`src/rtl/period_meter.sv`:
```
// -----------------------------------------------------------------------------
// period_meter
//
// Measures a slow periodic signal (for example a divided clock or an external
// strobe) against the fast system clock clk_in. Each rising edge of sig_in
// closes one measurement: the rise-to-rise period and the number of cycles the
// signal was high inside that period are published together with a one-cycle
// valid strobe. A lock flag rises once LOCK_COUNT consecutive periods land
// inside EXPECTED +/- TOLERANCE. If no rising edge arrives before the period
// counter saturates, a sticky overflow flag is raised and the meter falls back
// to waiting for a fresh edge.
//
// Parameters
//   CNT_W      width of the period/high counters and of period_out/high_out
//   EXPECTED   nominal period in clk_in cycles used for the lock decision
//   TOLERANCE  allowed |period - EXPECTED| for a period to count as matching
//   LOCK_COUNT consecutive matching periods needed for locked_out (1..15)
//
// Optional build feature (macro PERIOD_METER_DUTY_EN)
//   When defined, an extra output duty_ok_out reports whether the measured
//   period was close to 50% duty, and a period only counts as matching when
//   both the period and the duty checks pass. When undefined, the port does
//   not exist and lock depends on the period alone.
//
// Ports
//   clk_in        in   system clock, all logic on its rising edge
//   rst_in        in   synchronous active-high reset
//   sig_in        in   asynchronous slow input signal
//   period_out    out  last measured rise-to-rise period in clk_in cycles
//   high_out      out  cycles sig_in was high within that period
//   valid_out     out  one-cycle strobe, period_out/high_out updated this cycle
//   locked_out    out  LOCK_COUNT consecutive matching periods seen
//   duty_ok_out   out  (PERIOD_METER_DUTY_EN only) last period near 50% duty
//   overflow_out  out  sticky, period counter saturated without an edge
// -----------------------------------------------------------------------------
module period_meter #(
    parameter int CNT_W      = 16,
    parameter int EXPECTED   = 10,
    parameter int TOLERANCE  = 0,
    parameter int LOCK_COUNT = 4
) (
    input  logic             clk_in,
    input  logic             rst_in,
    input  logic             sig_in,
    output logic [CNT_W-1:0] period_out,
    output logic [CNT_W-1:0] high_out,
    output logic             valid_out,
    output logic             locked_out,
`ifdef PERIOD_METER_DUTY_EN
    output logic             duty_ok_out,
`endif
    output logic             overflow_out
);

    typedef logic [CNT_W-1:0] cnt_t;
    typedef logic [CNT_W:0]   wide_t;

    typedef enum logic [0:0] {
        ST_IDLE    = 1'b0,
        ST_MEASURE = 1'b1
    } state_t;

    localparam cnt_t        CNT_ONE_C = cnt_t'(32'd1);
    localparam cnt_t        CNT_MAX_C = {CNT_W{1'b1}};
    // Lower bound clamps at zero so a large tolerance cannot wrap around.
    localparam logic [31:0] LO_C      = (EXPECTED > TOLERANCE) ?
                                        32'(EXPECTED - TOLERANCE) : 32'd0;
    localparam logic [31:0] HI_C      = 32'(EXPECTED + TOLERANCE);
    localparam logic [3:0]  LOCK_C    = 4'(LOCK_COUNT);

    // True when value lies inside the closed window [lo, hi].
    function automatic logic in_window(input logic [31:0] value,
                                       input logic [31:0] lo,
                                       input logic [31:0] hi);
        return (value >= lo) && (value <= hi);
    endfunction

    // Increment that sticks at limit instead of wrapping.
    function automatic logic [3:0] sat_inc(input logic [3:0] cnt,
                                           input logic [3:0] limit);
        logic [3:0] result;
        if (cnt >= limit) begin
            result = limit;
        end else begin
            result = cnt + 4'd1;
        end
        return result;
    endfunction

`ifdef PERIOD_METER_DUTY_EN
    // Duty window: |2*high - period| <= 2*TOLERANCE + 1, at CNT_W+1 bits.
    localparam wide_t DUTY_LIM_C = wide_t'(32'd2 * 32'(TOLERANCE) + 32'd1);

    // Magnitude of a - b without needing a signed representation.
    function automatic wide_t abs_diff(input wide_t a, input wide_t b);
        wide_t result;
        if (a >= b) begin
            result = a - b;
        end else begin
            result = b - a;
        end
        return result;
    endfunction
`endif

    logic       sync1_r;
    logic       sync2_r;
    logic       hist_r;
    state_t     state_r;
    cnt_t       period_cnt_r;
    cnt_t       high_cnt_r;
    logic [3:0] match_cnt_r;

    logic       rise_s;
    logic       period_ok_s;
    logic       match_s;
    logic [3:0] match_next_s;
`ifdef PERIOD_METER_DUTY_EN
    wide_t      duty_diff_s;
    logic       duty_ok_s;
`endif

    // Edge detect and match evaluation on the counts being closed this cycle.
    always_comb begin
        rise_s      = sync2_r & ~hist_r;
        period_ok_s = in_window(32'(period_cnt_r), LO_C, HI_C);
`ifdef PERIOD_METER_DUTY_EN
        duty_diff_s = abs_diff({high_cnt_r, 1'b0}, {1'b0, period_cnt_r});
        duty_ok_s   = (duty_diff_s <= DUTY_LIM_C);
        match_s     = period_ok_s & duty_ok_s;
`else
        match_s     = period_ok_s;
`endif
        if (match_s) begin
            match_next_s = sat_inc(match_cnt_r, LOCK_C);
        end else begin
            match_next_s = 4'd0;
        end
    end

    // Synchronizer, measurement FSM, counters and registered outputs.
    always_ff @(posedge clk_in) begin
        if (rst_in) begin
            sync1_r      <= 1'b0;
            sync2_r      <= 1'b0;
            hist_r       <= 1'b0;
            state_r      <= ST_IDLE;
            period_cnt_r <= '0;
            high_cnt_r   <= '0;
            match_cnt_r  <= 4'd0;
            period_out   <= '0;
            high_out     <= '0;
            valid_out    <= 1'b0;
            locked_out   <= 1'b0;
            overflow_out <= 1'b0;
`ifdef PERIOD_METER_DUTY_EN
            duty_ok_out  <= 1'b0;
`endif
        end else begin
            sync1_r   <= sig_in;
            sync2_r   <= sync1_r;
            hist_r    <= sync2_r;
            valid_out <= 1'b0;

            case (state_r)
                ST_IDLE: begin
                    // The first edge only opens a window; nothing to report.
                    if (rise_s) begin
                        period_cnt_r <= CNT_ONE_C;
                        high_cnt_r   <= CNT_ONE_C;
                        state_r      <= ST_MEASURE;
                    end else begin
                        state_r      <= ST_IDLE;
                    end
                end

                ST_MEASURE: begin
                    if (rise_s) begin
                        // Close the window and open the next one; the rise
                        // cycle itself is the first (high) cycle of the next.
                        period_out   <= period_cnt_r;
                        high_out     <= high_cnt_r;
                        valid_out    <= 1'b1;
                        period_cnt_r <= CNT_ONE_C;
                        high_cnt_r   <= CNT_ONE_C;
                        match_cnt_r  <= match_next_s;
                        locked_out   <= (match_next_s == LOCK_C);
`ifdef PERIOD_METER_DUTY_EN
                        duty_ok_out  <= duty_ok_s;
`endif
                    end else if (period_cnt_r == CNT_MAX_C) begin
                        // No edge in a full counter span: the reference is
                        // lost, so drop lock and wait for a fresh edge.
                        overflow_out <= 1'b1;
                        locked_out   <= 1'b0;
                        match_cnt_r  <= 4'd0;
                        state_r      <= ST_IDLE;
                    end else begin
                        period_cnt_r <= period_cnt_r + CNT_ONE_C;
                        if (sync2_r) begin
                            high_cnt_r <= high_cnt_r + CNT_ONE_C;
                        end else begin
                            high_cnt_r <= high_cnt_r;
                        end
                    end
                end

                default: begin
                    state_r      <= ST_IDLE;
                    period_cnt_r <= '0;
                    high_cnt_r   <= '0;
                    match_cnt_r  <= 4'd0;
                    locked_out   <= 1'b0;
                end
            endcase
        end
    end

endmodule

```
`config.mk`:
```
export PLATFORM = sky130hd
export DESIGN_NAME = period_meter
export DESIGN_NICKNAME = d
export VERILOG_FILES = /design/src/rtl/period_meter.sv
export SDC_FILE = /design/constraint.sdc
export NUM_CORES = 1
export LEC_CHECK = 0
export BUFFER_PORTS_ARGS = -buffer_cell sky130_fd_sc_hd__buf_2
export CAP_MARGIN = 20
export CORE_UTILIZATION = 40
export DETAILED_ROUTE_END_ITERATION = 7
export PLACE_DENSITY = 0.57
export SETUP_SLACK_MARGIN = 0.15
export SYNTH_ARGS = -nofsm -noshare
export SYNTH_HDL_FRONTEND = slang
export SYNTH_SLANG_ARGS = --single-unit
```
`constraint.sdc`:
```
create_clock -name clk_in -period 2.2 [get_ports clk_in]
set_input_delay 0 -clock clk_in [delete_from_list [all_inputs] [get_ports clk_in]]
set_output_delay 0 -clock clk_in [all_outputs]
set_load 0.02 [all_outputs]
```
==> metrics, run 1 <==
top-level port count=38; Max Root-Sink Buffers=2; CP max FO=8; power per cell area=about 640 nW/um2; clock sink total=75; distinct cell type count after synthesis=a little under 50; fin area=roughly 3900 um2; largest net degree at the start of global routing=34; worst reg2reg path depth=4; initial antenna violation count=0; #FFs+latches synth=75; nets@finish=about 450; Reg clk slew, reported paths=80 ps; Chip Width=between 90 and 100 um; routability cong.=0.876; number of synthesized flops with an enable pin=0; GR Overflow Total=0; Worst Hold Class=in -> reg; Setup Viol. Count Final=0; outcome=complete, no violations; Synth Cell Area=between 3000 and 4000 um2; Final Power=~0.0025 W; vias in the first global route=approximately 2700; fin crit share=0.895; non-filler instance count after layout=545; starting density of the core=0.419; Setup crit start kind=flop; Worst Setup End Kind=flop; Placed Area=roughly 3600 um2; clock root buffer master=clkbuf_8; die area=around 8600 um2; CTS Buf Count=9; ys async rst share=0; post-synth top area share=0.459; GRT Util Overall=0.204; Slew Limit Fails=0; fmax=about 510 MHz; drt wl/cell=roughly 15 um; Post-Place Cells=between 500 and 600; 1st-pass router iterations=4; Core Region=7810 um2; crit path time final=1970 ps; reg2reg start=period_cnt_r[5]; Die Ht=between 90 and 100 um; post-synthesis sequential area ratio=0.459; largest cells by area after synthesis=dfxtp_1 46%, nand2_1 9.5%, a21oi_1 7.3%; Mapped Cells=between 300 and 400; Hold EP=state_r; most common cell in the netlist=nand2_1; Max IR drop VDD=approximately 0.27 mV; Mean Syn Cell Area=8.23 um2; Via Count=between 3000 and 4000; Cell Rows=32; r2r setup slk=about 230 ps; max-cap viol count=0; Top FF cell, synth=dfxtp_1; Clock Latency Late Sink=~350 ps; Area Growth Syn to Fin=18.0%; IO buf count=37; post-DR vias/cell=approximately 5.6; TritonCTS clock tree=yes; Worst slew margin=0.406; Syn Nets=~410; Synth area leader=dfxtp_1; arrival time of the worst setup path=2250 ps; ANT nets after route=0; HP Start=rst_in; HPWL after DPL=5.61 mm; P_leak=approximately 1.4 nW; hold path depth=2; Syn. warnings=0; Detailed Route WL=just over 8 mm; final hold violation count=0; RSZ-0062 raised after global routing=yes; DR DRC count=0; first-pass GRT wire length=approximately 14 mm; synth cell count leaders=83 x nand2_1, 75 x dfxtp_1, 48 x a21oi_1, 20 x clkbuf_1; worst-margin pin slew=about 880 ps; layout cells sized above 1=0.183; TNS Setup=0 ps; Initial DRC Count=between 150 and 200; n_diodes=0; critical path class=reg -> reg; CTS H-tree depth=3; clock skew=10.3 ps; worst flop-to-flop path endpoint=period_cnt_r[10]; Post-CTS Setup Bufs=0; data required time of the worst path=about 2500 ps
[registers in the layout, summed over array words and instances, names as in the netlist]
name / count
match_cnt_r: 4
sync1_r: 1
hist_r: 1
valid_out: 1
high_out: 16
sync2_r: 1
state_r: 1
period_out: 16
high_cnt_r: 16
overflow_out: 1
locked_out: 1
period_cnt_r: 16
[worst max-delay path, stage by stage (launching register included)]
cell and delay [ps]:
dfxtp_1 440, nand4_2 230, or4_4 580, or4_1 490
a21oi_1 170
[through the flow]
step	util	setup slack (ps)	hold WS, ps
final	0.495	230	94.5
after global routing	0.495	144	121
after CTS	0.492	193	87.6
after detailed placement	0.466	61.3	221
after global placement	0.466	170	215
after floorplan	-	307	128
[worst max-delay path by stage]
stage / startpoint / endpoint / cells after the start
after global routing: period_cnt_r[4] / period_cnt_r[10] / 4
after floorplan: period_cnt_r[1] / period_cnt_r[12] / 6
after global placement: period_cnt_r[0] / period_cnt_r[10] / 5
final: period_cnt_r[5] / period_cnt_r[10] / 4
after detailed placement: period_cnt_r[0] / period_cnt_r[10] / 5
after CTS: period_cnt_r[0] / period_cnt_r[10] / 5
[power by group]
part	switching [W]	internal [W]
clock network	0.000481	0.000539
logic	0.0000605	0.0000308
registers	0.0000109	0.00137
[repair_timing]
| item | CTS | global route |
|---|---|---|
| endpoints found under the setup margin | 5 | 17 |
| resized for setup | 3 | 5 |
| endpoints found under the hold margin | 1 | 0 |
| hold buffers | 1 | 0 |
[placed cells by master, fill, tap and decap left out, types with 9 or more instances in the layout]
master,count
or4_1,14
buf_2,37
nor2_1,14
nand3_1,9
buf_4,21
o31ai_1,9
nand2_1,83
nand4_1,15
a21oi_1,48
clkbuf_8,10
dfxtp_1,74
[cells by family (layout without fill, tap and decap cells)]
group,after synthesis,after routing,synth area share
AND/OR/NAND/NOR,181,181,0.282
adder cells (fa/ha/maj),4,4,0.0153
AO/OA/AOI/OAI,102,102,0.200
flip-flops,75,75,0.459
buffers and inverters,36,81,0.0447
[routing by layer]
| layer | track usage | vias up | wire, um |
|---|---|---|---|
| met5 | 0 | - | 0 |
| met4 | 0.102 | 0 | 117 |
| met3 | 0.0361 | 9 | 461 |
| met2 | 0.278 | 97 | 3320 |
| met1 | 0.303 | 1407 | 4180 |
| li1 | - | 1544 | - |
[cell type report]
cell class / instances / area, um2
Clock buffer: 11 / 141
Clock inverter: 3 / 40.0
Fill cell: 792 / 3950
Inverter: 8 / 30.0
Multi-Input combinational cell: 287 / 1670
Sequential cell: 75 / 1510
Tap cell: 102 / 128
Timing Repair Buffer: 59 / 353
Note: power is estimated with default switching activity, not from simulation.
==> run 2, diff against run 1 <==
HOLD_SLACK_MARGIN = 0.1   (was default)
SLEW_MARGIN = 20   (was default)
==> metrics, run 2 (synthesized netlist as in run 1, its figures left out) <==
Reg clk slew, reported paths=80 ps; reg2reg start=period_cnt_r[5]; initial antenna violation count=0; vias in the first global route=between 2000 and 3000; max-cap viol count=0; GR Overflow Total=0; TNS Setup=0 ps; nets@finish=about 450; outcome=complete, no violations; Die Ht=slightly above 90 um; P_leak=between 1 and 1.5 nW; Post-CTS Setup Bufs=0; Setup Viol. Count Final=0; arrival time of the worst setup path=between 2000 and 2500 ps; fin crit share=0.900; final hold violation count=0; Slew Limit Fails=0; HP Start=sig_in; commonest non-fill, non-tap cells in the layout=83 x nand2_1, 74 x dfxtp_1, 48 x a21oi_1; Chip Width=92.5 um; ANT nets after route=0; DR DRC count=0; Setup crit start=period_cnt_r[5]; drt wl/cell=between 10 and 15 um; GRT Util Overall=0.204; Initial DRC Count=approximately 180; worst-margin pin slew=slightly below 900 ps; first-pass GRT wire length=between 10 and 15 mm; Detailed Route WL=about 8 mm; Fillers=about 790; CTS H-tree depth=3; non-filler instance count after layout=546; Post-Place Cells=530; routability cong.=approximately 0.9; clock skew=between 9 and 10 ps; largest net degree at the start of global routing=34; Worst slew margin=0.415; Clock Latency Late Sink=350 ps; Core Region=roughly 7800 um2; Via Count=3071; power per cell area=about 640 nW/um2; Worst Setup End Kind=flop; RSZ-0062 raised after global routing=yes; TritonCTS clock tree=yes; crit path time final=1980 ps; IO buf count=37; CTS Buf Count=9; starting density of the core=0.419; fmax=slightly above 500 MHz; layout cells sized above 1=0.182; Area Growth Syn to Fin=18.3%; HPWL after DPL=approximately 5.6 mm; Max Root-Sink Buffers=2; post-DR vias/cell=5.62; data required time of the worst path=2480 ps; critical path class=reg -> reg; n_diodes=0; top-level port count=38; Max IR drop VDD=approximately 0.27 mV; 1st-pass router iterations=5; Cell Rows=32; die area=about 8600 um2; clock root buffer master=clkbuf_8; clock sink total=75; commonest non-fill, non-tap cell in the layout=nand2_1; Worst Hold Class=in -> reg; CP max FO=8; Setup crit start kind=flop
==> run 2: where the power goes <==
group / total (W) / switching, W / internal (W) / leakage (nW)
registers: 0.00138 / 0.0000109 / 0.00137 / 0.606
logic: 0.0000932 / 0.0000612 / 0.0000320 / 0.733
clock network: 0.00102 / 0.000481 / 0.000539 / 0.0950
==> run 2: worst paths after layout <==
path	to	slack (ps)	cells after the start
max	period_cnt_r[10]	220	4
min	sync1_r	400	3
max reg2reg	period_cnt_r[10]	220	4
min reg2reg	sync2_r	450	1
==> run 2: cell type report <==
| class | count | area, um2 | area share |
|---|---|---|---|
| clock buffers | 11 | 141 | 0.0365 |
| clock inverters | 3 | 40.0 | 0.0103 |
| well taps | 102 | 128 | 0.0330 |
| inverters | 8 | 30.0 | 0.00775 |
| flip-flops and latches | 75 | 1510 | 0.389 |
| repair buffers | 60 | 363 | 0.0937 |
| multi-input cells | 287 | 1670 | 0.430 |
==> run 2: through the flow <==
| stage | hold slack (ps) | instance area, um2 | util | power (W) | worst slack, ps |
|---|---|---|---|---|---|
| final | 399 | 3870 | 0.496 | 0.00249 | 221 |
| after global routing | 414 | 3870 | 0.496 | 0.00258 | 144 |
| after CTS | 388 | 3850 | 0.493 | 0.00252 | 193 |
| after detailed placement | 221 | 3640 | 0.466 | 0.00149 | 61.3 |
| after global placement | 215 | 3640 | 0.466 | 0.00149 | 170 |
| after floorplan | 128 | 3270 | - | 0.00146 | 307 |
==> run 2: per-layer routing <==
| layer | global-route usage | wire, um |
|---|---|---|
| met5 | 0 | 0 |
| met4 | 0.102 | 117 |
| met3 | 0.0361 | 481 |
| met2 | 0.279 | 3320 |
| met1 | 0.303 | 4190 |
==> run 2: critical path, stage by stage (launching register included) <==
cell and delay, ps:
dfxtp_1 450, nand4_2 230, or4_4 580, or4_1 490
a21oi_1 170
==> run 2: what timing repair did <==
action / in CTS / in global routing
hold buffers: 2 / 0
setup endpoints to repair: 5 / 17
endpoints found under the hold margin: 9 / 0
resized for setup: 3 / 5
